File: config.mk
export PLATFORM = sky130hd
export DESIGN_NAME = shift_receiver
export DESIGN_NICKNAME = d
export VERILOG_FILES = /design/src/rtl/shift_pkg.sv /design/src/rtl/shift_receiver.sv
export SDC_FILE = /design/constraint.sdc
export NUM_CORES = 1
export LEC_CHECK = 0
export CORE_UTILIZATION = 40
export CTS_BUF_LIST = sky130_fd_sc_hd__clkbuf_4 sky130_fd_sc_hd__clkbuf_8 sky130_fd_sc_hd__clkbuf_16
export CTS_CLUSTER_SIZE = 12
export DETAILED_ROUTE_END_ITERATION = 12
export PLACE_DENSITY = 0.57
export SKIP_CTS_REPAIR_TIMING = 1
export SYNTH_ARGS = -nofsm -noshare
export SYNTH_HDL_FRONTEND = slang
export SYNTH_SLANG_ARGS = --single-unit
File: constraint.sdc
create_clock -name clk -period 4.3 [get_ports clk]
set_clock_uncertainty 0.05 [all_clocks]
set_input_delay 1.29 -clock clk [delete_from_list [all_inputs] [get_ports clk]]
set_output_delay 1.29 -clock clk [all_outputs]
set_load 0.02 [all_outputs]
File: src/rtl/shift_pkg.sv
`default_nettype none
// ============================================================================
//  Module      : shift_pkg
//  Description : Shared types for the serial shift blocks. It holds the
//                collector FSM state encoding and the shift-direction
//                constants used by shift_receiver and shift_register.
//  Revision    : 1.0  initial release
// ============================================================================
package shift_pkg;

    // Collector state. IDLE means no bits of the current word are held.
    // SHIFT means 1..BUS_WIDTH-1 bits are held.
    typedef enum logic {
        IDLE  = 1'b0,
        SHIFT = 1'b1
    } state_t;

    // Shift direction as seen on i_sht_lr.
    localparam logic SHT_LEFT  = 1'b0;  // MSB first
    localparam logic SHT_RIGHT = 1'b1;  // LSB first

endpackage
`default_nettype wire

File: src/rtl/shift_receiver.sv
`default_nettype none
// ============================================================================
//  Module      : shift_receiver
//  Description : Serial-to-parallel receiver. It collects BUS_WIDTH bits
//                from i_shift on each cycle where i_valid is high. The
//                direction is latched from the first bit of each word.
//                Completed words go into a one-word output buffer. A
//                completed word that finds the buffer full and not being
//                consumed is dropped, and this sets a sticky overrun flag.
//  Ports       : clk, rst_n (async, active-low)
//                i_shift, i_valid, i_sht_lr, i_clr   serial side
//                i_data_ready                        consumer handshake
//                o_data, o_data_valid                parallel word out
//                o_busy, o_overrun                   status
//  Revision    : 1.0  initial release
// ============================================================================
module shift_receiver
    import shift_pkg::*;
#(
    parameter int BUS_WIDTH = 32
) (
    input  logic                 clk,
    input  logic                 rst_n,
    input  logic                 i_shift,
    input  logic                 i_valid,
    input  logic                 i_sht_lr,
    input  logic                 i_clr,
    input  logic                 i_data_ready,
    output logic [BUS_WIDTH-1:0] o_data,
    output logic                 o_data_valid,
    output logic                 o_busy,
    output logic                 o_overrun
);

    localparam int CNT_W = $clog2(BUS_WIDTH) + 1;

    state_t               r_state;
    logic [CNT_W-1:0]     r_cnt;
    logic [BUS_WIDTH-1:0] r_sr;
    logic                 r_dir;

    logic                 w_dir;
    logic                 w_last;
    logic                 w_done;
    logic [BUS_WIDTH-1:0] w_sr_next;

    // The first bit of a word uses the live i_sht_lr. Later bits use the
    // direction latched when that first bit was taken.
    always_comb begin
        w_dir     = (r_state == IDLE) ? i_sht_lr : r_dir;
        w_last    = (r_cnt == CNT_W'(BUS_WIDTH - 1));
        w_done    = i_valid && w_last;
        w_sr_next = (w_dir == SHT_RIGHT) ? {i_shift, r_sr[BUS_WIDTH-1:1]}
                                         : {r_sr[BUS_WIDTH-2:0], i_shift};
    end

    always_ff @(posedge clk or negedge rst_n) begin
        if (!rst_n) begin
            r_state      <= IDLE;
            r_cnt        <= '0;
            r_sr         <= '0;
            r_dir        <= SHT_LEFT;
            o_data       <= '0;
            o_data_valid <= 1'b0;
            o_busy       <= 1'b0;
            o_overrun    <= 1'b0;
        end else if (i_clr) begin
            // Abort wins over any bit presented in the same cycle.
            r_state      <= IDLE;
            r_cnt        <= '0;
            r_sr         <= '0;
            o_data_valid <= 1'b0;
            o_busy       <= 1'b0;
            o_overrun    <= 1'b0;
        end else begin
            if (i_valid) begin
                r_sr <= w_sr_next;
                if (r_state == IDLE) begin
                    r_dir <= i_sht_lr;
                end
                if (w_last) begin
                    r_cnt   <= '0;
                    r_state <= IDLE;
                    o_busy  <= 1'b0;
                end else begin
                    r_cnt   <= r_cnt + CNT_W'(1);
                    r_state <= SHIFT;
                    o_busy  <= 1'b1;
                end
            end

            // One-word output buffer. A new word may load when the buffer
            // is empty or is being drained on this same edge. Otherwise the
            // new word is dropped and the current word is kept.
            if (w_done) begin
                if (!o_data_valid || i_data_ready) begin
                    o_data       <= w_sr_next;
                    o_data_valid <= 1'b1;
                end else begin
                    o_overrun    <= 1'b1;
                end
            end else if (o_data_valid && i_data_ready) begin
                o_data_valid <= 1'b0;
            end
        end
    end

endmodule
`default_nettype wire
== Word level (Yosys, flattened, before mapping) ==
Index checks and enable logic that the tools add are counted.
Storage, ports and cells
  flip-flop bits (word level): 74
  input port bits: 7
  output and inout bits: 35
  word-level logic and storage cells: 40
Cells by class
  add/sub/neg operators: 1
  equality and inequality tests: 3
  muxes and demuxes: 17
  bitwise gates (word level): 1
  reductions and logical operators: 11
Operator list (count)
  two-way mux 32 bit: 3
  two-way mux 6 bit: 3
  two-way mux 1 bit: 11
  adder 6 x 1 -> 6 bit (second input constant): 1
  == test 6 x 5 -> 1 bit (second input constant): 1
  AND reduction 2 bit: 3
  nonzero test 2 bit: 2
  inequality test 3 x 2 -> 1 bit (second input constant): 1
  AND reduction 3 bit: 1
  nonzero test 3 bit: 1
  logical AND 1 bit: 2
  inequality test 2 bit (second input constant): 1
  logical NOT 1 bit: 1
  logical OR 1 bit: 1
  NOT 1 bit: 1

== Longest topological paths before layout ==
Gate-level depths: netlist of run 1.
  depth after elaboration: 5
  gate-level depth with buffers: 5
  depth with buffers taken out: 4

== Worst setup path before layout of run 1 ==
No wires, ideal clock.
  path kind: input port to flip-flop
  start point: input port i_valid
  end point: register o_data[23]
  library setup time: 0.125 ns
  arrival: 2.372 ns
  data required time: 4.125 ns
  slack: 1.753 ns
  stages: 4
  path buffers: 1
  cell sequence: buf_2 > nand2_1 > nor4_4 > mux2_2
Between the ends
  cells in the longest elaborated chain, start to end: 2
RTL lines
  start: declaration: RTL line shift_receiver.sv:25  | input logic i_valid,
  logical AND 1 bit: RTL line shift_receiver.sv:52  | w_done = i_valid && w_last;
  AND reduction 3 bit (no source line)
  end signal: assignment: RTL line shift_receiver.sv:97  | o_data <= w_sr_next;
  end: declaration: RTL line shift_receiver.sv:29  | output logic [BUS_WIDTH-1:0] o_data,
Every way passes these cells.
A chain may end at the register's enable or synchronous reset.

== Worst setup path in the final report of run 1 ==
  start point: input port i_sht_lr
  end point: register r_sr[3]
Between the ends
  cells in the longest elaborated chain, start to end: 4
RTL lines
  start: declaration: RTL line shift_receiver.sv:26  | input logic i_sht_lr,
  two-way mux 1 bit
  two-way mux 32 bit: RTL line shift_receiver.sv:53  | w_sr_next = (w_dir == SHT_RIGHT) ? {i_shift, r_sr[BUS_WIDTH-1:1]}
  two-way mux 32 bit: RTL line shift_receiver.sv:76  | if (i_valid) begin
  two-way mux 32 bit: RTL line shift_receiver.sv:67  | end else if (i_clr) begin
  end signal: assignment: RTL line shift_receiver.sv:77  | r_sr <= w_sr_next;
  end: declaration: RTL line shift_receiver.sv:39  | logic [BUS_WIDTH-1:0] r_sr;
Every way passes these cells. The select of a mux whose other input is x is not followed.

==> results of run 1 <==
[routing by layer]
| metal | GRT usage (%) | share of wire, % |
|---|---|---|
| met4 | 6.54 | 0.96 |
| met3 | 2.91 | 2.4 |
| met5 | 0 | 0 |
| met2 | 24.3 | 46 |
| met1 | 23.2 | 51 |
[registers in the layout, indices dropped and copies added (netlist names)]
| register | cells |
|---|---|
| r_state | 1 |
| o_data_valid | 1 |
| r_cnt | 6 |
| o_data | 32 |
| o_overrun | 1 |
| r_dir | 1 |
| r_sr | 32 |
[area by class of cell]
class | count | area [um^2]
inverter | 33 | 124
timing repair buffer | 46 | 453
tap | 105 | 131
clock buffer | 12 | 159
fill | 741 | 4070
multi-input combinational | 166 | 1290
sequential | 74 | 1850
clock inverter | 4 | 97.6
[cell families after synthesis]
logic type,Yosys count,share of synthesized area (%)
compound gates,41,8.97
buf+inv,52,6.85
simple gates,55,8.07
mux,67,20.2
xor+xnor,2,0.521
flops,74,55.1
fa+ha+maj,1,0.372
[cells in the final DEF (no fill, tap or decap)]
master and n:
buf_12 1, clkbuf_4 1, or3_1 1, o21ba_2 2, a21oi_1 3, a211oi_1 31
ha_1 1, nor2b_1 3, nand3_1 3, clkbuf_8 11, xor2_1 2, nor2_1 38
o21a_1 1, mux2_2 3, o32ai_1 1, nand2b_1 1, nor4_4 1, dfrtp_1 74
o211ai_1 1, or4_1 1, nor3b_1 1, o21ai_0 2, clkinvlp_4 1, inv_1 33
mux2i_4 1, bufinv_16 3, nand4_1 1, nand2_1 3, buf_4 5, clkdlybuf4s50_1 39
nand4b_4 1, buf_2 1, nor3_1 1, mux2i_1 63
[report_power, final]
group / leakage (nW) / total (mW) / switching (mW) / internal (mW)
logic: 0.956 / 0.141 / 0.0825 / 0.0589
registers: 0.843 / 0.740 / 0.0209 / 0.719
clock network: 0.126 / 0.679 / 0.255 / 0.424
[worst max-delay path, stage by stage]
cell,delay [ns]
clkdlybuf4s50_1,0.46
mux2i_4,0.58
buf_12,0.25
mux2i_1,0.30
a211oi_1,0.11
[worst paths after layout]
path	endpoint	slack, ns
max reg2reg	o_data[23]	2.14
min reg2reg	o_overrun	0.45
max	r_sr[3]	1.45
max in group asynchronous	o_data[11]	2.55
min	o_overrun	0.45
min in group asynchronous	o_data[2]	1.04
==> metrics.md, run 1 <==
| Metric | Value |
|---|---|
| Largest area contributor in the netlist | dfrtp_1 |
| CTS clk-pin slew, worst paths | 0.08 ns |
| Routed Antenna Nets | 0 |
| Starting density of the core | 41.1% |
| Slew margin rel. | 37.9% |
| CP arrival | 3.00 ns |
| Vias in the first global route | 2254 |
| CTS root buffer | clkbuf_8 |
| Syn Nets | 300 |
| Syn Std Cell Area | 0.00336 mm^2 |
| Worst setup startpoint | i_sht_lr |
| GP Congestion | 0.700 |
| Top-area cell type share of the netlist area | 55.1% |
| Fin nets | 338 |
| Hold wc startpoint | o_overrun |
| Placed inst area | 0.00385 mm^2 |
| Synth Flop Type | dfrtp_1 |
| Final worst setup slack | 1.45 ns |
| Crit. End Element | flip-flop |
| Power per cell area | 380 mW/mm^2 |
| Hold_ws | 0.455 ns |
| Setup WS pre-CTS | 1.08 ns |
| Die Ht | 93.7 um |
| R2R Path Start | r_cnt[0] |
| Fraction of registers with async set/reset | 100% |
| Top cells by count, synth | dfrtp_1, mux2i_1, nor2_1, inv_1, a211oi_1 |
| Count leader, synth | dfrtp_1 |
| Max_cap viols | 0 |
| CTS HTree Levels | 3 |
| Crit start category | input port |
| Mean Syn Cell Area | 11.5 um^2 |
| Max Fclk | 351 MHz |
| Max IR drop VDD | 0.000172 V |
| Area grow syn2layout | 22.1% |
| Yosys Warn Count | 0 |
| WL/cell | 14.1 um |
| Final setup fails | 0 |
| Max Buffers Root-to-Sink | 2 |
| Vias | 2174 |
| Tmin final | 2.85 ns |
| Util after Layout | 50.2% |
| First-pass GRT wire length | 11.0 mm |
| DPL Wire Length | 3.81 mm |
| Register-to-Register Path Depth | 5 |
| Worst-skew pair later-pin latency | 0.33 ns |
| Mapped Cells | 292 |
| Min-delay worst type | reg2reg |
| CTS Sinks | 74 |
| Post-synthesis sequential area ratio | 55.1% |
| Synth cell types | 31 |
| Die area | 0.00878 mm^2 |
| CTS buffer count | 9 |
| Residual DRC | 0 |
| Slew @ Worst Pin | 0.931 ns |
| Largest net degree at the start of global routing | 75 |
| Fin. Hold Viols | 0 |
| Status | complete, no violations |
| EDFF count, synth | 0 |
| Layout cell share with drive strength beyond 1 | 9.25% |
| Register bit total from synthesis | 74 |
| Post-layout total power | 1.56 mW |
| Die width | 93.7 um |
| CORE AREA | 0.00818 mm^2 |
| Routed WL | 6.22 mm |
| Initial antenna violation count | 0 |
| Design area | 0.00411 mm^2 |
| Ant diodes | 0 |
| Placed insts | 424 |
| Critical Path RT | 4.44 ns |
| Slew Viols, Final | 0 |
| IO Pins | 42 |
| TritonCTS clock tree | done |
| RSZ-0062 raised after global routing | false |
| Worst setup path class | in2reg |
| Total track usage | 16.2% |
| Leakage | 1.93 nW |
| Setup TNS | 0 ns |
| CP Max Fanout | 15 |
| Non-filler instance count after layout | 440 |
| Top post-synthesis cells by area | dfrtp_1, mux2i_1, a211oi_1 |
| IO Port Bufs | 41 |
| Rows | 33 |
| Drt via density | 4.94 |
| Total congestion overflow | 0 |
| Initial DRC count | 81 |
| DR pass1 iterations | 5 |
| Final Cycle Share | 66.3% |
| Hold depth | 1 |
(Power assumes the default switching activity.)
==> run 2, diff against run 1 <==
Settings changed: PLACE_DENSITY 0.57 to 0.59.
Clock period 4.3 ns to 2.59 ns, I/O delays scaled along.
==> metrics.md, run 2 (synthesized netlist as in run 1, its figures left out) <==
| Metric | Value |
|---|---|
| Status | complete, no violations |
| Largest regs | o_data (32), r_sr (32), r_cnt (6) |
| Slew margin rel. | 63.4% (+25 points) |
| Die Ht | 93.7 um (unchanged) |
| CP arrival | 1.44 ns (-1.56 ns) |
| CTS buffer count | 9 (unchanged) |
| CTS clk-pin slew, worst paths | 0.07 ns (about the same) |
| Top delay family on crit path | buffers and inverters |
| WL/cell | 14.4 um (+2.1%) |
| Leakage | 1.95 nW (+1.2%) |
| Commonest cells after routing, fill and taps aside | dfrtp_1, mux2i_1, clkdlybuf4s50_1, nor2_1, inv_1 |
| Crit. End Element | output port |
| Setup TNS | 0 ns (unchanged) |
| First-pass GRT wire length | 10.9 mm (-0.50%) |
| DPL Wire Length | 4.24 mm (+11%) |
| RSZ-0062 raised after global routing | false |
| Vias in the first global route | 2176 (-3.5%) |
| Slew @ Worst Pin | 0.549 ns (-0.382 ns) |
| CP Max Fanout | 4 (-11) |
| Worst-skew pair later-pin latency | 0.34 ns (about the same) |
| Critical Path RT | 1.76 ns (-2.68 ns) |
| Vias | 2211 (+1.7%) |
| Worst setup path class | reg2out |
| Max Fclk | 441 MHz |
| Fillers | 757 (+2.2%) |
| Fin. Hold Viols | 0 (unchanged) |
| Residual DRC | 0 (unchanged) |
| Min-delay worst type | in2async |
| Crit start category | flip-flop |
| CTS Sinks | 74 (unchanged) |
| Placed inst area | 0.00389 mm^2 (+1.2%) |
| Routed Antenna Nets | 0 (unchanged) |
| Max Buffers Root-to-Sink | 2 (unchanged) |
| Layout cell share with drive strength beyond 1 | 10.9% (+1.6 points) |
| GP Congestion | 0.691 (-1.2%) |
| Slowest stage delay, CP | 0.64 ns (+0.06 ns) |
| Initial DRC count | 78 (-3.7%) |
| CTS root buffer | clkbuf_8 |
| Area grow syn2layout | 23.3% |
| TritonCTS clock tree | done |
| IO Pins | 42 (unchanged) |
| Max_cap viols | 0 (unchanged) |
| Drt via density | 4.96 (+0.33%) |
| Max IR drop VDD | 0.000332 V (+94%) |
| IO Port Bufs | 41 (unchanged) |
| Slew Viols, Final | 0 (unchanged) |
| Die area | 0.00878 mm^2 (unchanged) |
| DR pass1 iterations | 4 (-1) |
| Initial antenna violation count | 0 (unchanged) |
| Worst setup startpoint | r_state |
| Final Cycle Share | 87.6% |
| Tmin final | 2.27 ns |
| CTS HTree Levels | 3 (unchanged) |
| Fin nets | 344 (+1.8%) |
| Routed WL | 6.44 mm (+3.5%) |
| Crit path cell chain | clkdlybuf4s50_1 |
| CORE AREA | 0.00818 mm^2 (unchanged) |
| Ant diodes | 0 (unchanged) |
| Crit path max-delay cell type | clkdlybuf4s50_1 |
| Total track usage | 16.4% (+0.18 points) |
| Largest net degree at the start of global routing | 59 (-21%) |
| Power per cell area | 621 mW/mm^2 (+63%) |
| R2R Path Start | r_cnt[0] |
| Total congestion overflow | 0 (unchanged) |
| Die width | 93.7 um (unchanged) |
| Design area | 0.00415 mm^2 (+0.98%) |
| Buffers & Inverters on Critical Path | 1 (-1) |
| Leading cell type in the layout, fill and taps excluded | dfrtp_1 |
| Rows | 33 (unchanged) |
| Final setup fails | 0 (unchanged) |
| Starting density of the core | 41.1% (unchanged) |
| Util after Layout | 50.7% (+0.49 points) |
[run 2: cell count changes in the layout (fill, tap and decap cells not counted)]
cell,delta
buf_4,+6
clkbuf_4,-1
clkbuf_8,-1
clkinv_4,+1
clkinvlp_4,+1
[run 2: where the power goes]
part | internal (mW) | switching [mW] | leakage [nW] | total [mW]
clock network | 0.668 | 0.437 | 0.119 | 1.10
registers | 1.19 | 0.0359 | 0.843 | 1.23
logic | 0.100 | 0.140 | 0.986 | 0.240
total | 1.96 | 0.613 | 1.95 | 2.57
[run 2: final cells by class]
class / count / area (um^2) / share of cell area [%]
inverters: 33 / 124 / 2.99
clock buffers: 10 / 138 / 3.32
clock inverters: 6 / 114 / 2.75
repair buffers: 52 / 498 / 12.0
flip-flops and latches: 74 / 1850 / 44.7
well taps: 105 / 131 / 3.17
multi-input cells: 166 / 1290 / 31.1
[run 2: path summary, 6_finish.rpt]
check / endpoint / slack [ns] / cells after the start
worst max-delay path: o_busy / 0.32 / 1
worst min-delay path: o_data[28] / 0.34 / 1
worst max register to register: o_data[19] / 0.70 / 5
worst min register to register: o_overrun / 0.46 / 1
max in group asynchronous: r_sr[21] / 1.59 / 2
min in group clk: o_overrun / 0.46 / 1
[run 2: metrics by stage]
stage          setup WS, ns  std cells  hold WS, ns  total power [mW]
2_1_floorplan         0.556        292        0.431              1.41
3_3_place_gp          0.215        430        0.442              1.49
3_5_place_dp          0.198        430        0.450              1.49
4_1_cts               0.300        446        0.351              2.60
5_1_grt               0.226        446        0.364              2.70
6_report              0.321        446        0.342              2.57
[run 2: layer usage]
metal,track usage (%),part of all wire [%],wire length [um],vias to the layer above
met2,23.5,44,2820,48
met4,6.15,0.89,57,0
li1,-,-,-,1084
met5,0,0,0,-
met3,5.10,4.7,301,5
met1,23.2,51,3260,1074
